[src/rtl/ro_puf_counter_ctrl_if.sv]
// Bus between the enable-side controller and the RO-PUF counter controller:
// oscillator inputs and enable in, FSM state and signature results out.
interface ro_puf_counter_ctrl_if #(
    parameter int SIG_BITS = 127
);
    logic                roen;
    logic                ro_a;
    logic                ro_b;
    logic [1:0]          counter_ctrl_state;
    logic                sig_bit;
    logic                sig_bit_valid;
    logic [SIG_BITS-1:0] signature;
    logic [6:0]          sig_count;
    logic                sig_done;

    modport master (
        output roen, ro_a, ro_b,
        input  counter_ctrl_state, sig_bit, sig_bit_valid, signature, sig_count, sig_done
    );

    modport slave (
        input  roen, ro_a, ro_b,
        output counter_ctrl_state, sig_bit, sig_bit_valid, signature, sig_count, sig_done
    );
endinterface

[src/rtl/ro_puf_counter_ctrl.sv]
// Ring-oscillator PUF counter controller: counts edges of two oscillators over a
// fixed window, compares them and shifts the resulting bit into a signature.
module ro_puf_counter_ctrl #(
    parameter int WINDOW   = 1024,
    parameter int CNT_W    = 16,
    parameter int SIG_BITS = 127
) (
    input  logic                     clk,
    input  logic                     rst_n,
    ro_puf_counter_ctrl_if.slave     bus
);
    typedef enum logic [1:0] {
        ST_IDLE    = 2'b00,
        ST_COUNT   = 2'b01,
        ST_COMPARE = 2'b10,
        ST_DONE    = 2'b11
    } state_t;

    localparam logic [15:0] WIN_LAST = 16'(WINDOW - 1);
    localparam logic [6:0]  SIG_MAX  = 7'(SIG_BITS);

    state_t              r_state;
    state_t              w_state_nxt;
    logic [2:0]          r_sync_a;
    logic [2:0]          r_sync_b;
    logic                w_edge_a;
    logic                w_edge_b;
    logic [CNT_W-1:0]    r_cnt_a;
    logic [CNT_W-1:0]    r_cnt_b;
    logic [15:0]         r_win;
    logic                r_sig_bit;
    logic                r_sig_valid;
    logic                r_sig_done;
    logic [SIG_BITS-1:0] r_signature;
    logic [6:0]          r_sig_count;
    logic [6:0]          w_cnt_inc;
    logic                w_full;

    function automatic logic [CNT_W-1:0] sat_inc(input logic [CNT_W-1:0] v, input logic en);
        if (en && (v != {CNT_W{1'b1}})) begin
            sat_inc = v + CNT_W'(1);
        end else begin
            sat_inc = v;
        end
    endfunction

    // Bits [1:0] form the synchronizer; bit 2 is the previous synced value.
    assign w_edge_a  = r_sync_a[1] & ~r_sync_a[2];
    assign w_edge_b  = r_sync_b[1] & ~r_sync_b[2];
    assign w_cnt_inc = r_sig_count + 7'd1;
    assign w_full    = (r_sig_count == SIG_MAX);

    // Oscillator synchronizers and edge-history flops, running in every state.
    always_ff @(posedge clk or negedge rst_n) begin
        if (!rst_n) begin
            r_sync_a <= 3'b000;
            r_sync_b <= 3'b000;
        end else begin
            r_sync_a <= {r_sync_a[1:0], bus.ro_a};
            r_sync_b <= {r_sync_b[1:0], bus.ro_b};
        end
    end

    // FSM state register.
    always_ff @(posedge clk or negedge rst_n) begin
        if (!rst_n) begin
            r_state <= ST_IDLE;
        end else begin
            r_state <= w_state_nxt;
        end
    end

    // Next-state logic; a dropped enable in COUNT always wins over window expiry.
    always_comb begin
        w_state_nxt = r_state;
        case (r_state)
            ST_IDLE: begin
                if (bus.roen) w_state_nxt = ST_COUNT;
                else          w_state_nxt = ST_IDLE;
            end
            ST_COUNT: begin
                if (!bus.roen)             w_state_nxt = ST_IDLE;
                else if (r_win == WIN_LAST) w_state_nxt = ST_COMPARE;
                else                       w_state_nxt = ST_COUNT;
            end
            ST_COMPARE: w_state_nxt = ST_DONE;
            ST_DONE: begin
                if (!bus.roen) w_state_nxt = ST_IDLE;
                else           w_state_nxt = ST_DONE;
            end
            default: w_state_nxt = ST_IDLE;
        endcase
    end

    // Edge counters and window counter; cleared while idle so every COUNT starts fresh.
    always_ff @(posedge clk or negedge rst_n) begin
        if (!rst_n) begin
            r_cnt_a <= '0;
            r_cnt_b <= '0;
            r_win   <= 16'd0;
        end else begin
            case (r_state)
                ST_IDLE: begin
                    r_cnt_a <= '0;
                    r_cnt_b <= '0;
                    r_win   <= 16'd0;
                end
                ST_COUNT: begin
                    r_cnt_a <= sat_inc(r_cnt_a, w_edge_a);
                    r_cnt_b <= sat_inc(r_cnt_b, w_edge_b);
                    r_win   <= r_win + 16'd1;
                end
                default: begin
                    r_cnt_a <= r_cnt_a;
                    r_cnt_b <= r_cnt_b;
                    r_win   <= r_win;
                end
            endcase
        end
    end

    // Bit decision and signature collection; signature and count freeze once full.
    always_ff @(posedge clk or negedge rst_n) begin
        if (!rst_n) begin
            r_sig_bit   <= 1'b0;
            r_sig_valid <= 1'b0;
            r_sig_done  <= 1'b0;
            r_signature <= '0;
            r_sig_count <= 7'd0;
        end else if (r_state == ST_COMPARE) begin
            r_sig_bit   <= (r_cnt_a > r_cnt_b);
            r_sig_valid <= 1'b1;
            if (!w_full) begin
                r_signature <= {r_signature[SIG_BITS-2:0], (r_cnt_a > r_cnt_b)};
                r_sig_count <= w_cnt_inc;
                r_sig_done  <= r_sig_done | (w_cnt_inc == SIG_MAX);
            end else begin
                r_signature <= r_signature;
                r_sig_count <= r_sig_count;
                r_sig_done  <= r_sig_done;
            end
        end else begin
            r_sig_valid <= 1'b0;
        end
    end

    assign bus.counter_ctrl_state = r_state;
    assign bus.sig_bit            = r_sig_bit;
    assign bus.sig_bit_valid      = r_sig_valid;
    assign bus.signature          = r_signature;
    assign bus.sig_count          = r_sig_count;
    assign bus.sig_done           = r_sig_done;
endmodule

[src/flat_wrapper.sv]
// flat-port wrapper written by rule: the top's interface ports become plain ports
module ro_puf_counter_ctrl_flat 
#(
    parameter int WINDOW   = 1024,
    parameter int CNT_W    = 16,
    parameter int SIG_BITS = 127
)
  (clk, rst_n, bus_roen, bus_ro_a, bus_ro_b, bus_counter_ctrl_state, bus_sig_bit, bus_sig_bit_valid, bus_signature, bus_sig_count, bus_sig_done);
  ro_puf_counter_ctrl_if #(.SIG_BITS(SIG_BITS)) bus_i ();
  input  logic clk;
  input  logic rst_n;
  input wire logic [$bits(bus_i.roen)-1:0] bus_roen;
  input wire logic [$bits(bus_i.ro_a)-1:0] bus_ro_a;
  input wire logic [$bits(bus_i.ro_b)-1:0] bus_ro_b;
  output wire logic [$bits(bus_i.counter_ctrl_state)-1:0] bus_counter_ctrl_state;
  output wire logic [$bits(bus_i.sig_bit)-1:0] bus_sig_bit;
  output wire logic [$bits(bus_i.sig_bit_valid)-1:0] bus_sig_bit_valid;
  output wire logic [$bits(bus_i.signature)-1:0] bus_signature;
  output wire logic [$bits(bus_i.sig_count)-1:0] bus_sig_count;
  output wire logic [$bits(bus_i.sig_done)-1:0] bus_sig_done;
  assign bus_i.roen = bus_roen;
  assign bus_i.ro_a = bus_ro_a;
  assign bus_i.ro_b = bus_ro_b;
  assign bus_counter_ctrl_state = bus_i.counter_ctrl_state;
  assign bus_sig_bit = bus_i.sig_bit;
  assign bus_sig_bit_valid = bus_i.sig_bit_valid;
  assign bus_signature = bus_i.signature;
  assign bus_sig_count = bus_i.sig_count;
  assign bus_sig_done = bus_i.sig_done;
  ro_puf_counter_ctrl #(.WINDOW(WINDOW), .CNT_W(CNT_W), .SIG_BITS(SIG_BITS)) u_core (.clk(clk), .rst_n(rst_n), .bus(bus_i));
endmodule
[config.mk]
export PLATFORM = sky130hd
export DESIGN_NAME = ro_puf_counter_ctrl_flat
export DESIGN_NICKNAME = d
export VERILOG_FILES = /design/src/rtl/ro_puf_counter_ctrl_if.sv /design/src/rtl/ro_puf_counter_ctrl.sv /design/src/flat_wrapper.sv
export SDC_FILE = /design/constraint.sdc
export NUM_CORES = 1
export LEC_CHECK = 0
export CORE_ASPECT_RATIO = 1.5
export CORE_UTILIZATION = 46
export DETAILED_ROUTE_END_ITERATION = 6
export GPL_TIMING_DRIVEN = 0
export PLACE_DENSITY = 0.74
export SLEW_MARGIN = 20
export SYNTH_ARGS = -nofsm -noshare
export SYNTH_HDL_FRONTEND = slang
export SYNTH_SLANG_ARGS = --single-unit
[constraint.sdc]
create_clock -name clk -period 2.55 [get_ports clk]
set_input_delay 0.51 -clock clk [delete_from_list [all_inputs] [get_ports clk]]
set_output_delay 0.51 -clock clk [all_outputs]
set_load 0.05 [all_outputs]
Word-level counts from Yosys, hierarchy flattened
Index checks and enable logic that the tools add are counted.
{ "word_totals": {"register_bits": 193, "in_bits": 5, "out_inout_bits": 139, "wordCells": 50} }
{ "op_classes": {"add_sub_neg": 4, "order_cmp": 1, "n_eq_ne": 10, "mux": 11, "n_bitwise": 6, "reduce_logical": 7} }
{ "op_table": {"columns": ["cell", "n"], "rows": [
  ["$pmux W16 S2", 3],
  ["$add A16 B1 Y16 const B", 3],
  ["$mux W16", 2],
  ["$ne A16 B16 Y1 const B", 2],
  ["$eq A16 B10 Y1 const B", 1],
  ["$gt A16 B16 Y1", 1],
  ["$eq A7 B7 Y1 const B", 2],
  ["$pmux W2 S4", 1],
  ["$add A7 B1 Y7 const B", 1],
  ["$mux W2", 3],
  ["$reduce_and A2 Y1", 3],
  ["$eq A2 B2 Y1 const B", 2],
  ["$ne A2 B1 Y1 const B", 2],
  ["$not A1 Y1", 3],
  ["$and A1 B1 Y1", 2],
  ["$eq A2 B1 Y1 const B", 1],
  ["$logic_and A1 B1 Y1", 2],
  ["$logic_not A2 Y1", 1],
  ["$mux W1", 2],
  ["$reduce_bool A2 Y1", 1],
  ["$or A1 B1 Y1", 1]
]} }

Depth between registers and ports, before layout
{ "logic_depth": {"depth_word": 5, "ltp_mapped": 8, "depth_no_buf": 7} }

Worst setup path after synthesis
OpenSTA, ideal clock, no wires.
{ "synth_timing": {"path_type": "reg-to-reg", "start": "register u_core.r_sig_count[2], in the netlist u_core.bus.sig_count[2]", "end": "register u_core.r_signature[20], in the netlist u_core.bus.signature[20]", "setup_time_ps": 125, "arrival_ps": 2167, "slack_ps": 258, "path_stages_with_launch": 8, "cell_sequence": "dfrtp_1 clkbuf_1 and3_1 and3_1 a21oi_2 buf_4 buf_2 mux2_2"} }
{ "synth_via": {"elab_chain_len": 3} }
{ "synth_rtl": {"columns": ["item", "line_no", "source"], "rows": [
  ["start, declared", "ro_puf_counter_ctrl.sv:35", "logic [6:0] r_sig_count;"],
  ["start signal, assigned", "ro_puf_counter_ctrl.sv:135", "r_sig_count <= w_cnt_inc;"],
  ["start signal, assigned", "ro_puf_counter_ctrl.sv:139", "r_sig_count <= r_sig_count;"],
  ["$eq A7 B7 Y1", "ro_puf_counter_ctrl.sv:51", "assign w_full = (r_sig_count == SIG_MAX);"],
  ["$not A1 Y1 (no line)", null, null],
  ["$reduce_and A2 Y1 (no line)", null, null],
  ["end signal, assigned", "ro_puf_counter_ctrl.sv:134", "r_signature <= {r_signature[SIG_BITS-2:0], (r_cnt_a > r_cnt_b)};"],
  ["end signal, assigned", "ro_puf_counter_ctrl.sv:138", "r_signature <= r_signature;"],
  ["end, declared", "ro_puf_counter_ctrl.sv:34", "logic [SIG_BITS-1:0] r_signature;"]
]} }
Every way passes these cells.
A chain may end at the register's enable or synchronous reset.

Worst setup path after layout
{ "layout_timing": {"start": "register u_core.r_sig_count[2], in the netlist u_core.bus.sig_count[2]", "end": "register u_core.r_signature[21], in the netlist u_core.bus.signature[21]"} }
The elaborated chain is that of the path after synthesis.

==> results.ini <==
[status]
outcome=finished, final reports clean

[place]
gp_congestion=0.876
post_dp_cell_area_mm2=0.0102
dp_hpwl_mm=13.1
port_buffers=143

[global_routing]
grt_max_degree=92
gr-total-overflow=0
antenna_found_initial=0
first_global_vias=5904
grt_pass1_wl_mm=29.7
track_usage=0.199

[die]
rows=60
die_x_um=113
initial_core_util=0.471
die_h_um=168
core_mm2=0.0179
die_area_mm2=0.0189
ioPinCount=144

[clock_network]
clock-root-buffer=clkbuf_16
cts_max_path_buffers=2
cts_made_buffers=17
htreeDepth=4
clk_latency_ns=0.43
path_clk_slew_ns=0.08
cts_tree=built
post_cts_buffers=0
cts.sinks=193

[routing]
num_vias=5895
post_drt_via_cell_ratio=5.52
drt_first_pass_iters=5
drt_iter0_drc=271
drc=0
drt-wirelength-per-cell_um=16.8
postRouteAntennaNets=0
wirelength_mm=17.9

[setup_path]
cp-start-kind=register
cp.arrival_ns=2.68
critical_path_class=register to register
cp-end-kind=register
worstPathMaxFanout=10
cp.required_ns=2.87

[timing]
whs_ns=0.355
drv_slew=0
finalSetupViolCount=0
timing.fmax_ghz=0.425
finalClockSkew_ns=0.00799
tightest_slew_ns=0.820
slew_headroom=0.451
fin_crit_sh=0.924
rsz0062_at_grt=false
finalHoldViolCount=0
fin_crit_ns=2.36

[synth]
synth_cell_type_count=51
yosysWarnings=0
async_flop_share=1.00
synth_seq_cells=193
synthCells=673
synth_area_mm2=0.00845
synth-edff-count=0
ys_seq_area_frac=0.572
synth.avg_cell_area_um2=12.6
synth.net_count=699
synthFlopType=dfrtp_1

[min_path]
hold_path_class=register to register

[pwr]
power.leakage_nw=4.95
powerDensity_mw_per_mm2=538
ir_drop_v=0.000335

[cells_and_area]
diodes=0
nets=864
areaGrowthSynthToFinish_pct=28.0
final_area_mm2=0.0108
fill_cells=1434
layout_commonest_cell=dfrtp_1
layout_common_cells=dfrtp_1, clkdlybuf4s50_1, mux2_2
drive_above_1_share=0.226

[job]
maxCapViolations=0

final timing paths:
check	from	end	slack, ns	cells after the start
worst max-delay path	u_core.bus.sig_count[2]$_DFFE_PN0P_	u_core.bus.signature[21]$_DFFE_PN0P_	0.19	7
worst min-delay path	u_core.r_sync_a[0]$_DFF_PN0_	u_core.r_sync_a[1]$_DFF_PN0_	0.35	0
worst max register to register	u_core.bus.sig_count[2]$_DFFE_PN0P_	u_core.bus.signature[21]$_DFFE_PN0P_	0.19	7
worst min register to register	u_core.r_sync_a[0]$_DFF_PN0_	u_core.r_sync_a[1]$_DFF_PN0_	0.35	0
max in group asynchronous	rst_n	u_core.bus.signature[15]$_DFFE_PN0P_	1.17	3
min in group asynchronous	rst_n	u_core.bus.signature[96]$_DFFE_PN0P_	0.57	2
critical path, cell delays in order (launching register included):
cell      delay (ns)
dfrtp_1         0.38
clkbuf_1        0.19
and3_1          0.24
and3_1          0.23
a21oi_4         0.33
buf_4           0.25
buf_2           0.25
mux2_2          0.36
cell usage after synthesis, drive strengths merged (2+ instances only):
cell     number  area, um2
a31o          3       26.3
inv          25       93.8
or3           9       57.6
and3         12       75.1
mux2i        10        100
nor3b         2       20.0
xnor2        10       87.6
nand4        12       75.1
mux2        126       1420
a21oi        21        109
nand2b        3       18.8
a21o          4       30.0
o311ai        5       43.8
o2111ai       3       26.3
xor2          8       70.1
nor3          7       35.0
nor2b         3       18.8
nand2        43        161
or4           6       48.8
o21ai        23        126
o211ai        8       60.1
o31ai         5       37.5
dfrtp       193       4830
and2          2       12.5
ha           21        263
buf          18        109
o21bai        2       15.0
o21a          3       30.0
o22ai         2       12.5
nand3        35        180
and4          4       35.0
clkbuf        9       35.0
nor2         23       86.3
nor4          7       43.8
power by group:
group	internal (mW)	total (mW)	switching (mW)	leakage (nW)
Clock	1.33	2.58	1.25	0.284
Combinational	0.0418	0.155	0.113	1.99
Sequential	3.07	3.08	0.0110	2.68
state kept, by name, summed over array words and instances (netlist names):
name,cells
u_core.bus.signature,127
u_core.r_cnt_a,16
u_core.r_cnt_b,16
u_core.r_win,16
u_core.bus.sig_count,7
u_core.r_sync_a,3
u_core.r_sync_b,3
u_core.bus.counter_ctrl_state,2
u_core.bus.sig_bit,1
u_core.bus.sig_bit_valid,1
u_core.bus.sig_done,1
cells by family after synthesis:
group           after synthesis  synth area share
flops                       193             0.572
simple gates                171             0.106
mux                         136             0.180
compound gates               82            0.0644
buf+inv                      52            0.0281
fa+ha+maj                    21            0.0311
xor+xnor                     18            0.0187
stage by stage:
stage          utilization  setup WS [ns]  instances  power, mW  setup TNS, ns
4_1_cts              0.602        0.00216       1068       5.90              0
3_3_place_gp         0.566          -7.15       1033       3.29       -1374.76
5_1_grt              0.603         0.0446       1068       6.03              0
2_1_floorplan            -          0.258        673       3.20              0
6_report             0.603          0.194       1068       5.81              0
3_5_place_dp         0.569         0.0206       1035       3.30              0
final cells by class:
cell class | count | area, um2 | area share
buffer | 27 | 144 | 0.0133
clock buffer | 18 | 439 | 0.0406
clock inverter | 14 | 145 | 0.0134
inverter | 25 | 93.8 | 0.00868
multi-input combinational | 428 | 3390 | 0.313
sequential | 193 | 4830 | 0.447
tap | 217 | 272 | 0.0251
timing repair buffer | 146 | 1500 | 0.139
metal layers:
| metal | vias up | track usage | wire, um |
|---|---|---|---|
| li1 | 2763 | - | - |
| met1 | 2941 | 0.228 | 7190 |
| met2 | 166 | 0.355 | 9480 |
| met3 | 25 | 0.0497 | 847 |
| met4 | 0 | 0.0771 | 386 |
| met5 | - | 0 | 0 |
what timing repair did:
action | 4_1_cts | 5_1_grt
setup endpoints to repair | 0 | 16
resized for setup | 0 | 1
hold endpoints to repair | 12 | 0
hold buffers | 1 | 0
(Power assumes the default switching activity.)
